File: src/rtl/uart_pkg.sv
// rtl/uart_pkg.sv - shared states, widths and opcodes for the UART/ALU sequencer
package uart_pkg;

  localparam int DEF_DATA_WIDTH = 8;
  localparam int DEF_OP_WIDTH   = 6;

  typedef enum logic [2:0] {
    ST_WAIT_A    = 3'd0,
    ST_WAIT_B    = 3'd1,
    ST_WAIT_OP   = 3'd2,
    ST_EXEC      = 3'd3,
    ST_SEND      = 3'd4,
    ST_WAIT_DONE = 3'd5
  } state_t;

  localparam logic [5:0] OP_ADD = 6'b100000;
  localparam logic [5:0] OP_SUB = 6'b100010;
  localparam logic [5:0] OP_AND = 6'b100100;
  localparam logic [5:0] OP_OR  = 6'b100101;
  localparam logic [5:0] OP_XOR = 6'b100110;
  localparam logic [5:0] OP_SRA = 6'b000011;
  localparam logic [5:0] OP_SRL = 6'b000010;
  localparam logic [5:0] OP_NOR = 6'b100111;

  // States in which a frame is being executed or transmitted.
  function automatic logic is_busy(state_t s);
    return (s == ST_EXEC) || (s == ST_SEND) || (s == ST_WAIT_DONE);
  endfunction

endpackage

File: src/rtl/uart_alu_ctrl_timeout_counter.sv
// rtl/uart_alu_ctrl_timeout_counter.sv - inter-byte gap counter with expiry flag
module timeout_counter #(
  parameter int TIMEOUT_CYCLES = 1000000
) (
  input  logic clk,
  input  logic reset,
  input  logic i_clear,
  input  logic i_enable,
  output logic o_expired
);

  localparam int CW = $clog2(TIMEOUT_CYCLES);
  localparam logic [CW-1:0] LAST = CW'(TIMEOUT_CYCLES - 1);

  logic [CW-1:0] r_count;

  // Count idle cycles while enabled; stop at the last value instead of wrapping.
  always_ff @(posedge clk or negedge reset) begin
    if (!reset) begin
      r_count <= '0;
    end else if (i_clear) begin
      r_count <= '0;
    end else if (i_enable && (r_count != LAST)) begin
      r_count <= r_count + 1'b1;
    end
  end

  assign o_expired = i_enable && (r_count == LAST);

endmodule

File: src/rtl/uart_alu_ctrl.sv
// rtl/uart_alu_ctrl.sv - collects A/B/opcode bytes, runs the ALU, sends the result
module uart_alu_ctrl
  import uart_pkg::*;
#(
  parameter int DATA_WIDTH     = DEF_DATA_WIDTH,
  parameter int OP_WIDTH       = DEF_OP_WIDTH,
  parameter int TIMEOUT_CYCLES = 1000000
) (
  input  logic                  clk,
  input  logic                  reset,
  input  logic                  i_rx_done,
  input  logic [DATA_WIDTH-1:0] i_rx_byte,
  input  logic                  i_tx_done,
  input  logic [DATA_WIDTH-1:0] i_alu_result,
  output logic [DATA_WIDTH-1:0] o_alu_a,
  output logic [DATA_WIDTH-1:0] o_alu_b,
  output logic [OP_WIDTH-1:0]   o_alu_op,
  output logic [DATA_WIDTH-1:0] o_tx_byte,
  output logic                  o_tx_start,
  output logic                  o_busy,
  output logic                  o_timeout,
  output logic                  o_drop
);

  state_t r_state;
  state_t w_next_state;
  logic   w_latch_a;
  logic   w_latch_b;
  logic   w_latch_op;
  logic   w_latch_res;
  logic   w_timeout;
  logic   w_in_wait;
  logic   w_expired;

  logic                  r_tx_start;
  logic                  r_busy;
  logic                  r_timeout;
  logic                  r_drop;
  logic [DATA_WIDTH-1:0] r_alu_a;
  logic [DATA_WIDTH-1:0] r_alu_b;
  logic [OP_WIDTH-1:0]   r_alu_op;
  logic [DATA_WIDTH-1:0] r_tx_byte;

  // Only the mid-frame waits are timed; WAIT_A idles forever.
  assign w_in_wait = (r_state == ST_WAIT_B) || (r_state == ST_WAIT_OP);

  timeout_counter #(
    .TIMEOUT_CYCLES(TIMEOUT_CYCLES)
  ) u_timeout (
    .clk      (clk),
    .reset    (reset),
    .i_clear  (!w_in_wait || i_rx_done || w_expired),
    .i_enable (w_in_wait),
    .o_expired(w_expired)
  );

  // Next-state and latch-enable decode; an arriving byte beats a same-cycle timeout.
  always_comb begin
    w_next_state = r_state;
    w_latch_a    = 1'b0;
    w_latch_b    = 1'b0;
    w_latch_op   = 1'b0;
    w_latch_res  = 1'b0;
    w_timeout    = 1'b0;
    case (r_state)
      ST_WAIT_A: begin
        if (i_rx_done) begin
          w_latch_a    = 1'b1;
          w_next_state = ST_WAIT_B;
        end
      end
      ST_WAIT_B: begin
        if (i_rx_done) begin
          w_latch_b    = 1'b1;
          w_next_state = ST_WAIT_OP;
        end else if (w_expired) begin
          w_timeout    = 1'b1;
          w_next_state = ST_WAIT_A;
        end
      end
      ST_WAIT_OP: begin
        if (i_rx_done) begin
          w_latch_op   = 1'b1;
          w_next_state = ST_EXEC;
        end else if (w_expired) begin
          w_timeout    = 1'b1;
          w_next_state = ST_WAIT_A;
        end
      end
      ST_EXEC: begin
        w_latch_res  = 1'b1;
        w_next_state = ST_SEND;
      end
      ST_SEND: begin
        w_next_state = ST_WAIT_DONE;
      end
      ST_WAIT_DONE: begin
        if (i_tx_done) begin
          w_next_state = ST_WAIT_A;
        end
      end
      default: begin
        w_next_state = ST_WAIT_A;
      end
    endcase
  end

  // State register plus registered operands, result and status pulses.
  always_ff @(posedge clk or negedge reset) begin
    if (!reset) begin
      r_state    <= ST_WAIT_A;
      r_alu_a    <= '0;
      r_alu_b    <= '0;
      r_alu_op   <= '0;
      r_tx_byte  <= '0;
      r_tx_start <= 1'b0;
      r_busy     <= 1'b0;
      r_timeout  <= 1'b0;
      r_drop     <= 1'b0;
    end else begin
      r_state    <= w_next_state;
      r_tx_start <= (w_next_state == ST_SEND);
      r_busy     <= is_busy(w_next_state);
      r_timeout  <= w_timeout;
      r_drop     <= i_rx_done && is_busy(r_state);
      if (w_latch_a)   r_alu_a   <= i_rx_byte;
      if (w_latch_b)   r_alu_b   <= i_rx_byte;
      if (w_latch_op)  r_alu_op  <= i_rx_byte[OP_WIDTH-1:0];
      if (w_latch_res) r_tx_byte <= i_alu_result;
    end
  end

  assign o_alu_a    = r_alu_a;
  assign o_alu_b    = r_alu_b;
  assign o_alu_op   = r_alu_op;
  assign o_tx_byte  = r_tx_byte;
  assign o_tx_start = r_tx_start;
  assign o_busy     = r_busy;
  assign o_timeout  = r_timeout;
  assign o_drop     = r_drop;

endmodule

File: config.mk
export PLATFORM = sky130hd
export DESIGN_NAME = uart_alu_ctrl
export DESIGN_NICKNAME = d
export VERILOG_FILES = /design/src/rtl/uart_pkg.sv /design/src/rtl/uart_alu_ctrl_timeout_counter.sv /design/src/rtl/uart_alu_ctrl.sv
export SDC_FILE = /design/constraint.sdc
export NUM_CORES = 1
export LEC_CHECK = 0
export ABC_AREA = 1
export CORE_ASPECT_RATIO = 0.8
export CORE_MARGIN = 10
export CORE_UTILIZATION = 25
export DETAILED_ROUTE_END_ITERATION = 7
export PLACE_DENSITY_LB_ADDON = 0.15
export SYNTH_ARGS = -nofsm -noshare
export SYNTH_HDL_FRONTEND = slang
export SYNTH_SLANG_ARGS = --single-unit
export TNS_END_PERCENT = 5
File: constraint.sdc
create_clock -name clk -period 2.4 [get_ports clk]
set_clock_uncertainty 0.15 [all_clocks]
set_input_delay 0.72 -clock clk [delete_from_list [all_inputs] [get_ports clk]]
set_output_delay 0.72 -clock clk [all_outputs]
set_load 0.05 [all_outputs]
==> results.py, run 1 <==
metrics = {
    "route": {
        "viasPerCell": 4.07,
        "wl_per_cell_um": 12.7,
        "drcViolationCount": 0,
        "wl_um": 6280,
        "ant_nets": 0,
        "vias": 2017,
        "drt_first_pass_iters": 4,
        "drtIter0Drc": 123,
    },
    "timing": {
        "tns_ns": 0,
        "final-setup-viol-count": 0,
        "slew_viol_final": 0,
        "relSlewSlack_pct": 65.7,
        "fmax_mhz": 427,
        "fin_crit_sh_pct": 97.6,
        "rsz0062_at_grt": "no",
        "final-hold-violation-count": 0,
        "post-route-min-period_ns": 2.34,
        "worstMarginPinSlew_ns": 0.513,
    },
    "floorplan": {
        "core_area_um2": 9730,
        "die_h_um": 110,
        "rows": 32,
        "die_w_um": 132,
        "dieArea_um2": 14500,
        "io-pin-count": 54,
        "initial_core_util_pct": 25.9,
    },
    "synthesis": {
        "yosys_warnings": 0,
        "ys_seq_area_share_pct": 56.6,
        "synth_largest_area_cell": "dfrtp_1",
        "synthCells": 290,
        "synth-seq-cells": 57,
        "synth_common_cells": "nand2_1 (89), dfrtp_1 (57), nor2_1 (49)",
        "yosys.cell_count.top_type": "nand2_1",
        "async_reset_ff_share_pct": 100,
        "synth_edf_count": 0,
        "yosysUniqueCellTypes": 24,
        "synth_top_area_share_pct": 56.6,
        "syn_avg_cell_area_um2": 8.69,
        "synthesis.nets": 311,
        "synth_ff_type": "dfrtp_1",
        "synth.area.top_cells": "dfrtp_1 (57%), nand2_1 (13%), nor2_1 (7.3%)",
        "syn_area_um2": 2520,
    },
    "clocking": {
        "clk_pin_slew_worst_paths_ns": 0.05,
        "h-tree-depth": 3,
        "clkLatencyLatePin_ns": 0.32,
        "hold_buffers": 0,
        "cts_buffers": 9,
        "clockRootBuffer": "clkbuf_16",
        "tritoncts": "yes",
        "clock_sinks": 57,
        "cts-resized-gates": 0,
        "clockBufferDepth": 2,
        "postCtsSetupBuffers": 0,
    },
    "layout": {
        "antenna_cells": 0,
        "fin_nets": 375,
        "drive_gt1_share_pct": 18.1,
        "area_growth_pct": 39.2,
        "fin_util_pct": 36.0,
    },
    "grt": {
        "grt_max_degree": 41,
        "grt-ovfl-total": 0,
        "grt_first_pass_wirelength_um": 10700,
        "grt_use_total_pct": 9.15,
        "first_global_vias": 2075,
        "antenna_found_initial": 0,
    },
    "power": {
        "p_switching_mw": 1.99,
        "cellPowerDensity_nw_per_um2": 1380,
        "max-vdd-ir-drop_mv": 0.661,
        "p_int_mw": 2.84,
        "switching_share_pct": 41.3,
        "comb_power_share_pct": 39.9,
        "p_leak_nw": 1.58,
        "clkPwrFrac_pct": 30.1,
        "p_seq_share_pct": 30.1,
    },
    "critical_path": {
        "cp-end-kind": "output port",
        "r2r_end": "u_timeout.r_count[16]",
        "worstPathRequired_ns": 1.53,
        "cp-start-kind": "flip-flop",
        "cp_cell_sequence": "clkdlybuf4s50_1",
        "cp_slowest_stage_delay_ns": 0.82,
        "crit_arrival_ns": 1.47,
        "rr_worst_depth": 7,
        "rr_startpoint": "u_timeout.r_count[0]",
        "slowest_stage": "clkdlybuf4s50_1",
        "cpLargestDelayFamily": "buffers and inverters",
        "worstSetupPathType": "reg2out",
        "crit_fanout": 2,
        "path_buf_inv": 1,
        "r2r_slack_ns": 0.62,
    },
    "status": {
        "status": "finished, final reports clean",
    },
    "placed_design": {
        "gp_congestion": 0.764,
        "port_buffers": 53,
        "hpwl_um": 4730,
    },
    "job": {
        "drv_cap": 0,
    },
    "hold_path": {
        "hp-class": "in2async",
    },
}
[routing by layer]
metal	vias up	wire length, µm	GRT usage (%)
met3	4	293	3.28
met1	941	3010	11.6
li1	1031	-	-
met2	41	2890	13.6
met5	-	0	0
met4	0	78	4.47
[layout by cell type, fill, tap and decap left out, drive strengths merged]
cell / Yosys / final
clkbuf: 0 / 10
bufinv: 0 / 3
nand3: 13 / 13
nor4: 1 / 1
a21oi: 3 / 3
nand2: 89 / 89
and3: 1 / 1
ha: 1 / 1
nand4: 2 / 2
nor2: 53 / 53
clkinv: 0 / 3
buf: 5 / 37
inv: 24 / 24
xor2: 10 / 10
xnor2: 5 / 5
nor3: 1 / 1
clkdlybuf4s50: 0 / 21
o21ai: 24 / 24
dfrtp: 57 / 57
a211oi: 1 / 1
[flip-flops by register name (all words and copies together), names as in the netlist]
register / count
o_alu_b: 8
u_timeout.r_count: 20
o_alu_op: 6
r_state: 3
o_tx_start: 1
o_tx_byte: 8
o_alu_a: 8
o_busy: 1
o_drop: 1
o_timeout: 1
[cell type report]
cell class / instances / area, µm²
multi-input combinational: 204 / 963
sequential: 57 / 1430
clock inverter: 6 / 105
clock buffer: 10 / 239
tap: 136 / 170
inverter: 24 / 92.6
timing repair buffer: 58 / 510
fill: 994 / 6220
[how the worst max path moves through the flow]
stage / from / endpoint / slack [ns] / cells after the start
finish: o_alu_a[0] / o_alu_a[0] / 0.06 / 1
floorplan: i_rx_done / o_alu_op[3] / 0.82 / 6
global placement: i_rx_done / o_alu_a[2] / 0.22 / 6
CTS: o_alu_a[0] / o_alu_a[0] / 0.03 / 1
detailed placement: i_rx_done / o_alu_a[7] / 0.18 / 5
global route: o_alu_a[0] / o_alu_a[0] / 0.03 / 1
[power by group through the flow]
stage               combinational, mW  sequential [mW]  clock [mW]
detailed placement               1.97             1.46           0
floorplan                       0.448             2.32           0
global placement                 1.95             1.47           0
finish                           1.93             1.45        1.45
CTS                              1.96             1.46        1.49
global route                     2.07             1.49        1.53
[metrics by stage]
stage	hold WS [ns]	setup WS [ns]	cell area (µm²)	power [mW]	cells
6_report	0.203	0.0573	3510	4.83	495
4_1_cts	0.203	0.0349	3510	4.91	495
5_1_grt	0.224	0.0262	3510	5.09	495
3_5_place_dp	0.311	0.178	3160	3.43	479
3_3_place_gp	0.306	0.224	3160	3.42	479
2_1_floorplan	0.274	0.817	2520	2.76	290
[cell families after synthesis]
logic type               share of synthesized area [%]
XOR/XNOR                                          5.21
flip-flops                                        56.6
adder cells (fa/ha/maj)                          0.496
AND/OR/NAND/NOR                                   26.6
AO/OA/AOI/OAI                                     5.96
buffers and inverters                             5.16
Power figures use the tool's default switching activity.
==> inputs of run 2 (changes only) <==
--- a/config.mk
+++ b/config.mk
@@ -10,6 +10,7 @@
 export CORE_MARGIN = 10
 export CORE_UTILIZATION = 25
 export DETAILED_ROUTE_END_ITERATION = 7
+export MAX_ROUTING_LAYER = met4
 export PLACE_DENSITY_LB_ADDON = 0.15
 export SYNTH_ARGS = -nofsm -noshare
 export SYNTH_HDL_FRONTEND = slang
==> run 2 against run 1 <==
Net effect: worst setup slack lost 0.013 ns; routed wire length shrank 0.65%; register-to-register slack is essentially flat; sequential share of layout area is the same; critical endpoint unchanged; highest routed layer unchanged.
==> results.py, run 2 (synthesis gave the netlist of run 1 again) <==
metrics = {
    "clocking": {
        "h-tree-depth": 3,
        "clkLatencyLatePin_ns": 0.32,
        "tritoncts": "yes",
        "hold_buffers": 0,
        "clock_sinks": 57,
        "clockRootBuffer": "clkbuf_16",
        "cts_buffers": 9,
        "clockBufferDepth": 2,
        "postCtsSetupBuffers": 0,
        "clk_pin_slew_worst_paths_ns": 0.05,
        "cts-resized-gates": 0,
    },
    "timing": {
        "rsz0062_at_grt": "no",
        "post-route-min-period_ns": 2.36,
        "setup_ws_ns": 0.0441,
        "hold_slack_ns": 0.203,
        "relSlewSlack_pct": 65.6,
        "fin_crit_sh_pct": 98.2,
        "final-setup-viol-count": 0,
        "fmax_mhz": 424,
        "worstMarginPinSlew_ns": 0.514,
        "final-hold-violation-count": 0,
        "tns_ns": 0,
        "slew_viol_final": 0,
    },
    "job": {
        "drv_cap": 0,
    },
    "layout": {
        "mostFrequentLayoutCell": "nand2_1",
        "final-seq-area_um2": 1430,
        "final_cell_mix": "nand2_1 (89), dfrtp_1 (57), nor2_1 (49), buf_4 (34), o21ai_0 (23)",
        "fin_nets": 375,
        "fin_util_pct": 36.0,
        "area_growth_pct": 39.2,
        "final_cells": 495,
        "drive_gt1_share_pct": 18.1,
        "fin_area_um2": 3510,
        "multiInputGateArea_um2": 963,
        "antenna_cells": 0,
        "largest_register_ffs": 20,
        "regMostFlops": "u_timeout.r_count",
        "final.fill_count": 994,
    },
    "floorplan": {
        "dieArea_um2": 14500,
        "die_h_um": 110,
        "io-pin-count": 54,
        "initial_core_util_pct": 25.9,
        "rows": 32,
        "core_area_um2": 9730,
        "die_w_um": 132,
    },
    "grt": {
        "first_global_vias": 2075,
        "antenna_found_initial": 0,
        "grt_use_total_pct": 9.42,
        "grt-ovfl-total": 0,
        "grt_first_pass_wirelength_um": 10600,
        "grt_max_degree": 41,
    },
    "critical_path": {
        "worstPathRequired_ns": 1.53,
        "cp_cell_sequence": "clkdlybuf4s50_1",
        "crit_arrival_ns": 1.49,
        "cp-start-kind": "flip-flop",
        "slowest_stage": "clkdlybuf4s50_1",
        "path_buf_inv": 1,
        "cp-end-kind": "output port",
        "crit_fanout": 2,
        "worstSetupPathType": "reg2out",
        "cp_slowest_stage_delay_ns": 0.82,
        "cpLargestDelayFamily": "buffers and inverters",
    },
    "route": {
        "viasPerCell": 4.09,
        "wl_per_cell_um": 12.6,
        "drcViolationCount": 0,
        "wl_um": 6240,
        "ant_nets": 0,
        "drtIter0Drc": 136,
        "vias": 2025,
        "drt_first_pass_iters": 5,
    },
    "power": {
        "p_switching_mw": 1.99,
        "p_seq_share_pct": 30.1,
        "clkPwrFrac_pct": 30.0,
        "max-vdd-ir-drop_mv": 0.664,
        "comb_power_share_pct": 39.9,
        "switching_share_pct": 41.3,
        "p_int_mw": 2.83,
        "cellPowerDensity_nw_per_um2": 1380,
        "power_mw": 4.83,
        "p_leak_nw": 1.58,
    },
    "placed_design": {
        "dp.cells": 479,
        "placed_cell_area_um2": 3160,
        "hpwl_um": 4730,
        "place_ws_ns": 0.178,
        "port_buffers": 53,
        "gp_congestion": 0.774,
    },
    "status": {
        "status": "finished, final reports clean",
    },
    "hold_path": {
        "hp-class": "in2async",
    },
}
## run 2: cell counts in the layout (fill, tap and decap cells not counted)
No cell type changed its count.
## run 2: final timing paths
check                                      from                   end  slack (ns)  cells after the start
setup / recovery                     o_alu_a[0]            o_alu_a[0]        0.04                      1
hold / removal                            reset          o_tx_byte[6]        0.20                      1
setup reg to reg           u_timeout.r_count[0]  u_timeout.r_count[4]        0.62                      7
hold reg to reg                    o_tx_byte[0]          o_tx_byte[0]        0.32                      2
max in group asynchronous                 reset             o_timeout        1.33                      2
min in group clk                   o_tx_byte[0]          o_tx_byte[0]        0.32                      2
## run 2: area by class of cell
class,count,share of cell area (%)
inverter,24,2.64
clock buffer,10,6.81
timing repair buffer,58,14.6
tap,136,4.85
clock inverter,6,3.00
sequential,57,40.7
multi-input combinational,204,27.5
## run 2: worst reg2reg max path, delay by kind of cell (launching register included)
kind | cells | cell delay (ns)
adders and majority gates | 1 | 0.33
buffers and inverters | 1 | 0.16
DFF | 1 | 0.42
and+or+nand+nor | 5 | 0.60
## run 2: routing by layer
| layer | share of wire (%) | GRT usage [%] |
|---|---|---|
| met1 | 49 | 11.8 |
| met5 | 0 | - |
| met3 | 3.7 | 2.83 |
| met2 | 46 | 13.6 |
| met4 | 1.5 | 4.70 |
## run 2: power by group through the flow
| stage | clock [mW] | combinational, mW | sequential, mW |
|---|---|---|---|
| 6_report | 1.45 | 1.93 | 1.45 |
| 5_1_grt | 1.53 | 2.07 | 1.49 |
| 4_1_cts | 1.49 | 1.96 | 1.46 |
| 3_5_place_dp | 0 | 1.97 | 1.46 |
| 3_3_place_gp | 0 | 1.95 | 1.47 |
| 2_1_floorplan | 0 | 0.448 | 2.32 |
==> inputs of run 3 (changes only) <==
--- a/config.mk
+++ b/config.mk
@@ -5,7 +5,7 @@
 export SDC_FILE = /design/constraint.sdc
 export NUM_CORES = 1
 export LEC_CHECK = 0
-export ABC_AREA = 1
+export CAP_MARGIN = 15
 export CORE_ASPECT_RATIO = 0.8
 export CORE_MARGIN = 10
 export CORE_UTILIZATION = 25
==> run 3 against run 2 <==
Net effect: cell area is 1.1% lower; power is 5.7% higher; sequential share of layout area is 0.45 points higher; clock power hardly changed; worst setup slack better by 0.011 ns; critical path depth stayed put; register-to-register slack worse by 0.34 ns; combinational power is 12% higher; largest power group unchanged; highest routed layer unchanged.
==> results.py, run 3 <==
metrics = {
    "status": {
        "status": "finished, final reports clean",
    },
    "synthesis": {
        "synthesis.nets": 233,
        "synth-seq-cells": 57,
        "yosys_warnings": 0,
        "synth_largest_area_cell": "dfrtp_1",
        "synth_ff_type": "dfrtp_1",
        "synthCells": 212,
        "syn_area_um2": 2430,
        "synth_common_cells": "dfrtp_1 (57), nand2_1 (32), mux2_2 (22)",
        "syn_avg_cell_area_um2": 11.5,
        "yosys.cell_count.top_type": "dfrtp_1",
        "async_reset_ff_share_pct": 100,
        "synth.area.top_cells": "dfrtp_1 (59%), mux2_2 (10%), nand2_1 (4.9%)",
        "synth_edf_count": 0,
        "ys_seq_area_share_pct": 58.7,
        "synth_top_area_share_pct": 58.7,
        "yosysUniqueCellTypes": 36,
    },
    "route": {
        "vias": 1747,
        "wl_um": 5950,
        "drcViolationCount": 0,
        "ant_nets": 0,
        "drtIter0Drc": 40,
        "drt_first_pass_iters": 4,
        "viasPerCell": 4.35,
        "wl_per_cell_um": 14.8,
    },
    "grt": {
        "grt_first_pass_wirelength_um": 9630,
        "grtUsageMet3_pct": 3.52,
        "grt-ovfl-total": 0,
        "grt_max_degree": 45,
        "busiest_layer": "met2",
        "use_met1_pct": 11.7,
        "grt_use_total_pct": 9.11,
        "grt_use_met2_pct": 12.6,
        "antenna_found_initial": 0,
        "first_global_vias": 1801,
    },
    "timing": {
        "slew_viol_final": 0,
        "rsz0062_at_grt": "no",
        "fin_crit_sh_pct": 97.7,
        "worstMarginPinSlew_ns": 0.525,
        "final-hold-violation-count": 0,
        "relSlewSlack_pct": 65.0,
        "post-route-min-period_ns": 2.34,
        "tns_ns": 0,
        "fmax_mhz": 426,
        "final-setup-viol-count": 0,
    },
    "critical_path": {
        "r2r_slack_ns": 0.28,
        "cp-end-kind": "output port",
        "crit_start": "o_tx_byte[0]",
        "setup.worst_path.end": "o_tx_byte[0]",
        "cp-start-kind": "flip-flop",
        "cp_cell_sequence": "clkdlybuf4s50_1",
        "rr_worst_depth": 5,
        "cpLargestDelayFamily": "buffers and inverters",
        "crit_fanout": 2,
        "r2r_end": "u_timeout.r_count[18]",
        "path_buf_inv": 1,
        "cp_slowest_stage_delay_ns": 0.81,
        "crit_cells": 1,
        "crit_arrival_ns": 1.47,
        "worstPathRequired_ns": 1.53,
        "rr_startpoint": "u_timeout.r_count[0]",
        "worstSetupPathType": "reg2out",
        "slowest_stage": "clkdlybuf4s50_1",
    },
    "layout": {
        "drive_gt1_share_pct": 26.5,
        "final_cell_mix": "dfrtp_1 (57), nand2_1 (32), buf_4 (27), clkdlybuf4s50_1 (25), mux2_2 (22)",
        "area_growth_pct": 42.7,
        "mostFrequentLayoutCell": "dfrtp_1",
        "fin_util_pct": 36.2,
        "regMostFlops": "u_timeout.r_count",
        "largest_register_ffs": 20,
        "fin_nets": 299,
        "antenna_cells": 0,
    },
    "placed_design": {
        "port_buffers": 53,
        "gp_congestion": 0.775,
        "hpwl_um": 4280,
    },
    "clocking": {
        "tritoncts": "yes",
        "cts_buffers": 9,
        "clk_pin_slew_worst_paths_ns": 0.05,
        "clockBufferDepth": 2,
        "postCtsSetupBuffers": 0,
        "clkLatencyLatePin_ns": 0.32,
        "clock_sinks": 57,
        "clockRootBuffer": "clkbuf_16",
        "h-tree-depth": 3,
    },
    "floorplan": {
        "io-pin-count": 54,
        "core_area_um2": 9570,
        "dieArea_um2": 14100,
        "die_h_um": 108,
        "rows": 32,
        "initial_core_util_pct": 25.4,
        "die_w_um": 130,
    },
    "power": {
        "max-vdd-ir-drop_mv": 0.671,
        "p_leak_nw": 1.53,
        "cellPowerDensity_nw_per_um2": 1470,
    },
    "hold_path": {
        "hp-class": "in2async",
    },
    "job": {
        "drv_cap": 0,
    },
}
[run 3: worst min-delay path by stage]
stage                  from           end  slack [ns]  cells after the start
2_1_floorplan         reset    o_alu_a[0]        0.27                      0
3_3_place_gp   o_tx_byte[4]  o_tx_byte[4]        0.31                      2
3_5_place_dp   o_tx_byte[5]  o_tx_byte[5]        0.32                      2
4_1_cts               reset    o_tx_start        0.15                      1
5_1_grt               reset    o_tx_start        0.16                      1
6_report              reset    o_tx_start        0.15                      1
[run 3: logic make-up (layout without fill, tap and decap cells)]
kind of cell | after synthesis | in the layout | share of synthesized area (%)
DFF | 57 | 57 | 58.7
AOI/OAI and AO/OA | 18 | 18 | 4.43
adders and majority gates | 1 | 1 | 0.515
xor gates and xnor gates | 13 | 13 | 4.69
buffers and inverters | 10 | 81 | 1.75
muxes | 22 | 22 | 10.2
and+or+nand+nor | 91 | 91 | 19.7
[run 3: power breakdown]
part | switching (mW) | internal (mW) | total, mW
sequential | 0.183 | 1.27 | 1.45
clock | 0.442 | 1.04 | 1.48
combinational | 1.41 | 0.763 | 2.17
total | 2.03 | 3.07 | 5.10
[run 3: cell type report]
class                      instances  area (µm²)
clock buffer                      10         239
clock inverter                     6         105
timing repair buffer              61         573
tap                              119         149
fill                             962        6100
sequential                        57        1430
multi-input combinational        145         961
inverter                           4        15.0
[run 3: layer usage]
| metal | up-vias | part of all wire [%] |
|---|---|---|
| met2 | 36 | 45 |
| met1 | 841 | 49 |
| met3 | 5 | 5.0 |
| li1 | 865 | - |
| met5 | - | 0 |
| met4 | 0 | 1.3 |
[run 3: what timing repair did]
action                     4_1_cts  5_1_grt
setup endpoints to repair        0        6
resized for setup                0        6
hold buffers                     0        0
[run 3: metrics by stage]
stage | cell area, µm² | hold WS [ns] | worst slack, ns | std cells | power (mW)
after CTS | 3450 | 0.149 | 0.0303 | 402 | 5.20
after detailed placement | 3110 | 0.316 | -0.0378 | 386 | 3.69
after floorplan | 2430 | 0.274 | 0.447 | 212 | 2.91
after global routing | 3470 | 0.161 | 0.0203 | 402 | 5.37
final | 3470 | 0.147 | 0.0553 | 402 | 5.10
after global placement | 3110 | 0.309 | -0.0374 | 386 | 3.68
